File: config.mk
export PLATFORM = sky130hd
export DESIGN_NAME = sram_port_ctrl
export DESIGN_NICKNAME = d
export VERILOG_FILES = /design/src/rtl/sram_port_ctrl.sv
export SDC_FILE = /design/constraint.sdc
export NUM_CORES = 1
export LEC_CHECK = 0
export BUFFER_PORTS_ARGS = -buffer_cell sky130_fd_sc_hd__buf_2
export CAP_MARGIN = 10
export CORE_AREA = 2 2 211 213
export CTS_BUF_LIST = sky130_fd_sc_hd__clkbuf_4
export DETAILED_ROUTE_END_ITERATION = 10
export DIE_AREA = 0 0 213 215
export PLACE_DENSITY_LB_ADDON = 0.05
export SYNTH_ARGS = -nofsm -noshare
export SYNTH_HDL_FRONTEND = slang
export SYNTH_SLANG_ARGS = --single-unit
File: constraint.sdc
create_clock -name clk -period 2.1 [get_ports clk]
set_input_delay 0.105 -clock clk [delete_from_list [all_inputs] [get_ports clk]]
set_output_delay 0.105 -clock clk [all_outputs]
set_load 0.005 [all_outputs]
File: src/rtl/sram_port_ctrl.sv
// Request-stream front end for one 64x128 single-port SRAM macro port: zero-fills
// the array after reset/flush, then maps 64-bit requests onto macro pins.
// Optional build macro SRAM_RDATA_REG_EN adds one register stage on the response.
`timescale 1ns/1ps
module sram_port_ctrl #(
  parameter int ROWS   = 64,
  parameter int ROW_AW = 6
) (
  input  logic              clk,
  input  logic              rst_n,
  input  logic              flush,
  input  logic              req_valid,
  output logic              req_ready,
  input  logic              req_wen,
  input  logic [ROW_AW:0]   req_addr,
  input  logic [63:0]       req_wdata,
  input  logic [7:0]        req_wstrb,
  output logic              resp_valid,
  output logic [63:0]       resp_rdata,
  output logic              init_done,
  output logic [ROW_AW-1:0] sram_addr,
  output logic              sram_cen,
  output logic              sram_wen,
  output logic [127:0]      sram_wmask,
  output logic [127:0]      sram_wdata,
  input  logic [127:0]      sram_rdata,
  output logic              dbg_state
);

  typedef enum logic {
    ST_INIT = 1'b0,
    ST_IDLE = 1'b1
  } state_e;

  state_e            state_q, state_d;
  logic [ROW_AW-1:0] cnt_q, cnt_d;
  logic              resp_pend_q, resp_pend_d;
  logic              rd_q, rd_d;
  logic              half_q, half_d;
  logic              fire;
  logic [63:0]       rdata_sel;

  // Handshake: a request transfers in the cycle where req_valid && req_ready are
  // both high; req_ready never depends on req_valid, and the response side has no
  // backpressure (exactly one resp_valid pulse per transfer, in order).
  assign fire      = req_valid && req_ready;
  assign dbg_state = state_q;
  assign init_done = (state_q == ST_IDLE);

  always_ff @(posedge clk or negedge rst_n) begin
    if (!rst_n) begin
      state_q <= ST_INIT;
      cnt_q   <= '0;
    end else begin
      state_q <= state_d;
      cnt_q   <= cnt_d;
    end
  end

  always_comb begin
    state_d = state_q;
    cnt_d   = cnt_q;
    case (state_q)
      ST_INIT: begin
        cnt_d = cnt_q + 1'b1;
        if (cnt_q == ROW_AW'(ROWS - 1)) begin
          state_d = ST_IDLE;
          cnt_d   = '0;
        end
      end
      ST_IDLE: begin
        if (flush) begin
          state_d = ST_INIT;
          cnt_d   = '0;
        end
      end
      default: begin
        state_d = ST_INIT;
        cnt_d   = '0;
      end
    endcase
  end

  // Macro pins follow the handshake combinationally in the accepting cycle.
  always_comb begin
    req_ready  = 1'b0;
    sram_cen   = 1'b1;
    sram_wen   = 1'b1;
    sram_wmask = '1;
    sram_wdata = '0;
    sram_addr  = '0;
    case (state_q)
      ST_INIT: begin
        sram_cen   = 1'b0;
        sram_wen   = 1'b0;
        sram_wmask = '0;
        sram_addr  = cnt_q;
      end
      ST_IDLE: begin
        req_ready = !flush;
        if (fire) begin
          sram_addr = req_addr[ROW_AW:1];
          if (req_wen) begin
            sram_wen   = 1'b0;
            sram_cen   = (req_wstrb == 8'h00);
            sram_wdata = {req_wdata, req_wdata};
            for (int i = 0; i < 8; i++) begin
              if (req_addr[0]) sram_wmask[64 + 8*i +: 8] = {8{~req_wstrb[i]}};
              else             sram_wmask[8*i +: 8]      = {8{~req_wstrb[i]}};
            end
          end else begin
            sram_cen = 1'b0;
          end
        end
      end
      default: ;
    endcase
  end

  always_comb begin
    resp_pend_d = fire;
    rd_d        = fire && !req_wen;
    half_d      = req_addr[0];
  end

  always_ff @(posedge clk or negedge rst_n) begin
    if (!rst_n) begin
      resp_pend_q <= 1'b0;
      rd_q        <= 1'b0;
      half_q      <= 1'b0;
    end else begin
      resp_pend_q <= resp_pend_d;
      rd_q        <= rd_d;
      half_q      <= half_d;
    end
  end

  // Write responses carry zero data; reads pick the half latched at accept time.
  assign rdata_sel = rd_q ? (half_q ? sram_rdata[127:64] : sram_rdata[63:0]) : 64'h0;

`ifdef SRAM_RDATA_REG_EN
  logic        resp_valid_q;
  logic [63:0] resp_rdata_q;

  always_ff @(posedge clk or negedge rst_n) begin
    if (!rst_n) begin
      resp_valid_q <= 1'b0;
      resp_rdata_q <= '0;
    end else begin
      resp_valid_q <= resp_pend_q;
      resp_rdata_q <= rdata_sel;
    end
  end

  assign resp_valid = resp_valid_q;
  assign resp_rdata = resp_rdata_q;
`else
  assign resp_valid = resp_pend_q;
  assign resp_rdata = rdata_sel;
`endif

endmodule

# After elaboration in Yosys (flattened, before gate mapping)
# Index checks and enable logic that the tools add are counted.
word_totals:
  regBits: 10
  latchBits: 0
  mem_bits_rw: 0
  rom_bits: 0
  output_inout_bits: 332
  wordCells: 61
  memories: 0
classes:
  add_sub_neg: 1
  n_mul: 0
  div_mod_pow: 0
  order_cmp: 0
  n_eq_ne: 2
  shift: 0
  mux: 39
  bitwise: 9
  reduce_logical: 5
ops:
  columns: ["operator", "count"]
  rows:
  - ["128-bit 2-to-1 mux", 5]
  - ["128-bit one-hot mux with 2 select lines", 1]
  - ["64-bit 2-to-1 mux", 2]
  - ["8-bit 2-to-1 mux", 16]
  - ["6-bit one-hot mux with 2 select lines", 2]
  - ["6-bit 2-to-1 mux", 3]
  - ["1-bit inverter", 9]
  - ["8-bit zero test", 1]
  - ["1-bit 2-to-1 mux", 7]
  - ["6-bit by 1-bit adder with 6-bit output, second input constant", 1]
  - ["6-bit equality test, second input constant", 1]
  - ["1-bit one-hot mux with 2 select lines", 3]
  - ["1-bit logical AND", 2]
  - ["1-bit zero test", 2]
  - ["2-bit != test, second input constant", 1]

# Depth between registers and ports, before layout
logic_depth:
  depth_word: 5
  mapped_depth: 5
  depth_no_buf: 4

# Least setup slack after synthesis
# Ideal clock, no wire load.
synth_path:
  path_type: "register -> output"
  startpoint: "reg state_q (netlist: dbg_state)"
  endpoint: "out sram_wmask[10]"
  arrival_ns: 1.511
  t_required_ns: 1.995
  slack_ns: 0.484
  path_stages_with_launch: 6
  path_buffers: 2
  path_cell_list: "dfrtp_1 > and4b_4 > nor2b_1 > buf_4 > a21oi_1 > buf_4"
synth_between:
  elab_chain_len: 4
  word_cells_on_any_way: 5
  classes_between: "mux (3); bitwise (1); reduce/logical (1)"
synth_lines:
  columns: ["item", "line_no", "rtl"]
  rows:
  - ["start: declaration", "35", "state_e state_q, state_d;"]
  - ["start signal: assignment", "55", "state_q <= state_d;"]
  - ["1-bit 2-to-1 mux", "92", "case (state_q)"]
  - ["1-bit logical AND", "46", "assign fire = req_valid && req_ready;"]
  - ["128-bit 2-to-1 mux", "101", "if (fire) begin"]
  - ["128-bit one-hot mux with 2 select lines *", "92", null]
  - ["end: declaration", "24", "output logic [127:0] sram_wmask,"]
# Mark *: on every way between the ends. The rest lies on a longest branch, timed or not.

# Worst setup path after layout
layout_path:
  startpoint: "reg state_q (netlist: dbg_state)"
  endpoint: "out sram_wmask[46]"
# The elaborated chain is that of the path after synthesis.

==> results.md <==
- Status: finished clean
- Peak VDD IR: 0.154 mV
- Wire length per cell: 14.5 microns
- Power Density: 286 nW/um^2
- Max_slew headroom: 59.5%
- Drt pass-1 iters: 4
- Placed cell count: 1415
- Mapped cell area: ~3600 sq um
- CTS tree: done
- Commonest cells in the synthesized netlist: buf_4, nor2b_1, and2_1
- Synth warn: 0
- DR vias/cell: ~2.9
- Initial drt markers: 87
- RD Place Congestion: between 0.7 and 0.8
- CTS buffer count: 3
- Hold EP: rd_q
- Fill count: 5161
- Data required time of the worst path: roughly 2000 ps
- Post-route DRC: 0
- Final hold vios: 0
- First-pass GRT wire length: approximately 27 mm
- Core Box Area: 43600 sq um
- Wirelength, routed: 20.7 mm
- R2R Path End: cnt_q[3]
- Slew Limit Fails: 0
- Initial antenna violation count: 6
- Flops & latches, synth: 10
- Die area: 45800 sq um
- Site row count: slightly below 80
- Cells after Synth: 473
- Minimum clock period: 1980 ps
- RSZ-0062 raised after global routing: yes
- Synth Net Count: 686
- Most frequent cell after synthesis: buf_4
- Hold WS: 40.4 ps
- Clk pin slew, worst setup/hold paths: 90 ps
- Max Fanout on Critical Path: 8
- Synth area leader: buf_4
- Detail Route Antenna Nets: 0
- Tot GR Track Use: 8.11%
- Initial core utilization: about 8.3%
- Top cell type's share of synthesized area: 38.3%
- Clock Skew: 12.5 ps
- Die X: 213 microns
- Critical Path AT: approximately 1900 ps
- Hold Crit Start: req_wen
- Clock tree buffer depth: 2
- Largest net degree at the start of global routing: 66
- Port buffer count: 543
- Total Neg Setup Slack: 0 ps
- Clock sinks: 10
- Worst min-delay path class: input port to register
- Die Y: between 200 and 250 microns
- Worst R2R Path Depth: 4
- Via count: around 4200
- Fin cells: 1425
- Clock latency at the later pin of the worst-skew pair: 280 ps
- Remaining Overflow, GRT: 0
- Top_reg_cell synth: dfrtp_1
- Clk root buf: clkbuf_4
- Hpwl dp: 18.0 mm
- FF-to-FF setup slack: ~600 ps
- Fmax: 505 MHz
- Critical Path Source Type: register
- Worst slew pin tran: 607 ps
- EDFF count, synth: 0
- Ranking of synthesized cells by area: buf_4, mux2i_1, nor2b_1
- Share of cells above drive strength 1: between 60% and 70%
- Max Cap Violations: 0
- Yosys cell types: 34
- FFs w/ async S/R, synth: 100%
- Number of global-route vias before repair: between 3000 and 4000
- Layout area overhead: 58.7%
- Fin crit share: 94.2%
- Reg-to-Reg Start: cnt_q[1]
- H-tree depth: 1
- Hold path depth: 2
- Crit end category: primary output
- Critical path type: register to primary output
- Final setup violation count: 0
- Final #Nets: 1043
- Lkg Pwr: about 0.0038 uW
- Register area share after synthesis: 6.87%
- Io pins: 544
- Average footprint of a synthesized cell: ~7.7 sq um
==> cells in the final DEF, fill, tap and decap left out, types with 2 or more instances in the layout <==
cell / synthesis / routed
buf_12: 0 / 4
and2_1: 66 / 65
nor2_1: 4 / 4
buf_4: 186 / 8
a22o_1: 4 / 4
buf_2: 3 / 543
mux2i_1: 64 / 64
dfrtp_1: 10 / 9
a21oi_1: 10 / 10
a21oi_2: 8 / 8
diode_2: 0 / 4
nand2_1: 9 / 9
a21o_1: 2 / 2
nor2b_1: 68 / 68
o22ai_1: 2 / 2
dlygate4sd3_1: 0 / 2
nand3_1: 2 / 2
clkbuf_4: 0 / 4
o21ai_0: 3 / 3
==> registers in the layout, indices dropped and copies added, names as in the netlist <==
register    count
half_q          1
resp_valid      1
dbg_state       1
rd_q            1
cnt_q           6
==> cell type report <==
type                       count  area (sq um)  share of cell area (%)
tap                          592           741                    12.8
clock buffer                   4          30.0                   0.519
inverter                       1          3.75                  0.0649
sequential                    10           254                    4.39
antenna                        4          10.0                   0.173
timing repair buffer         557          2880                    49.8
multi-input combinational    257          1870                    32.3
==> metrics by stage <==
step | worst slack, ps | util [%] | area [sq um] | total power, uW
6_report | 122 | 13.3 | 5780 | 1660
5_1_grt | -7.51 | 13.2 | 5780 | 1830
4_1_cts | 11.4 | 13.2 | 5770 | 1710
3_5_place_dp | 351 | 13.1 | 5720 | 1520
3_3_place_gp | 389 | 13.1 | 5720 | 1560
2_1_floorplan | 484 | - | 3640 | 1110
==> routing by layer <==
metal,track usage (%),part of all wire (%),vias to the layer above
li1,-,-,2060
met1,7.91,35,1860
met2,16.8,55,249
met3,2.09,8.9,6
met4,1.21,0.67,2
met5,0,0.063,-
==> cell families (layout without fill, tap and decap cells) <==
group                      after synthesis  in the layout  synth area share, %
AOI/OAI and AO/OA                       32             32                 6.18
xor gates and xnor gates                 2              2                0.481
adders and majority gates                1              1                0.343
buffers and inverters                  206            562                 41.9
DFF                                     10             10                 6.87
muxes                                   64             64                 17.6
other                                    0              4                    0
and+or+nand+nor                        158            158                 26.6
==> where the power goes <==
part | leakage, uW | internal (uW) | total, uW | switching (uW)
combinational | 0.00364 | 594 | 1100 | 505
clock | 0.0000184 | 86.5 | 168 | 81.8
sequential | 0.000125 | 256 | 389 | 133
total | 0.00378 | 937 | 1660 | 720
==> repair_timing <==
action | in CTS | in global routing
endpoints found under the setup margin | 0 | 14
gates resized for setup | 0 | 1
hold buffers | 2 | 0
endpoints found under the hold margin | 11 | 0
buffers inserted | 0 | 0
==> critical path, cell delays in order (launching register included) <==
cell and delay (ps):
dfrtp_1 390, and4b_4 230, nor2b_1 130, buf_4 160, a21oi_1 470, buf_2 220
==> how the worst max path moves through the flow <==
stage / from / slack (ps) / end
CTS: dbg_state / 10 / sram_addr[2]
detailed placement: dbg_state / 350 / sram_addr[2]
finish: dbg_state / 120 / sram_wmask[46]
global route: dbg_state / -8 / sram_wmask[46]
global placement: dbg_state / 390 / sram_addr[2]
floorplan: dbg_state / 480 / sram_wmask[10]
Note: power is estimated with default switching activity, not from simulation.
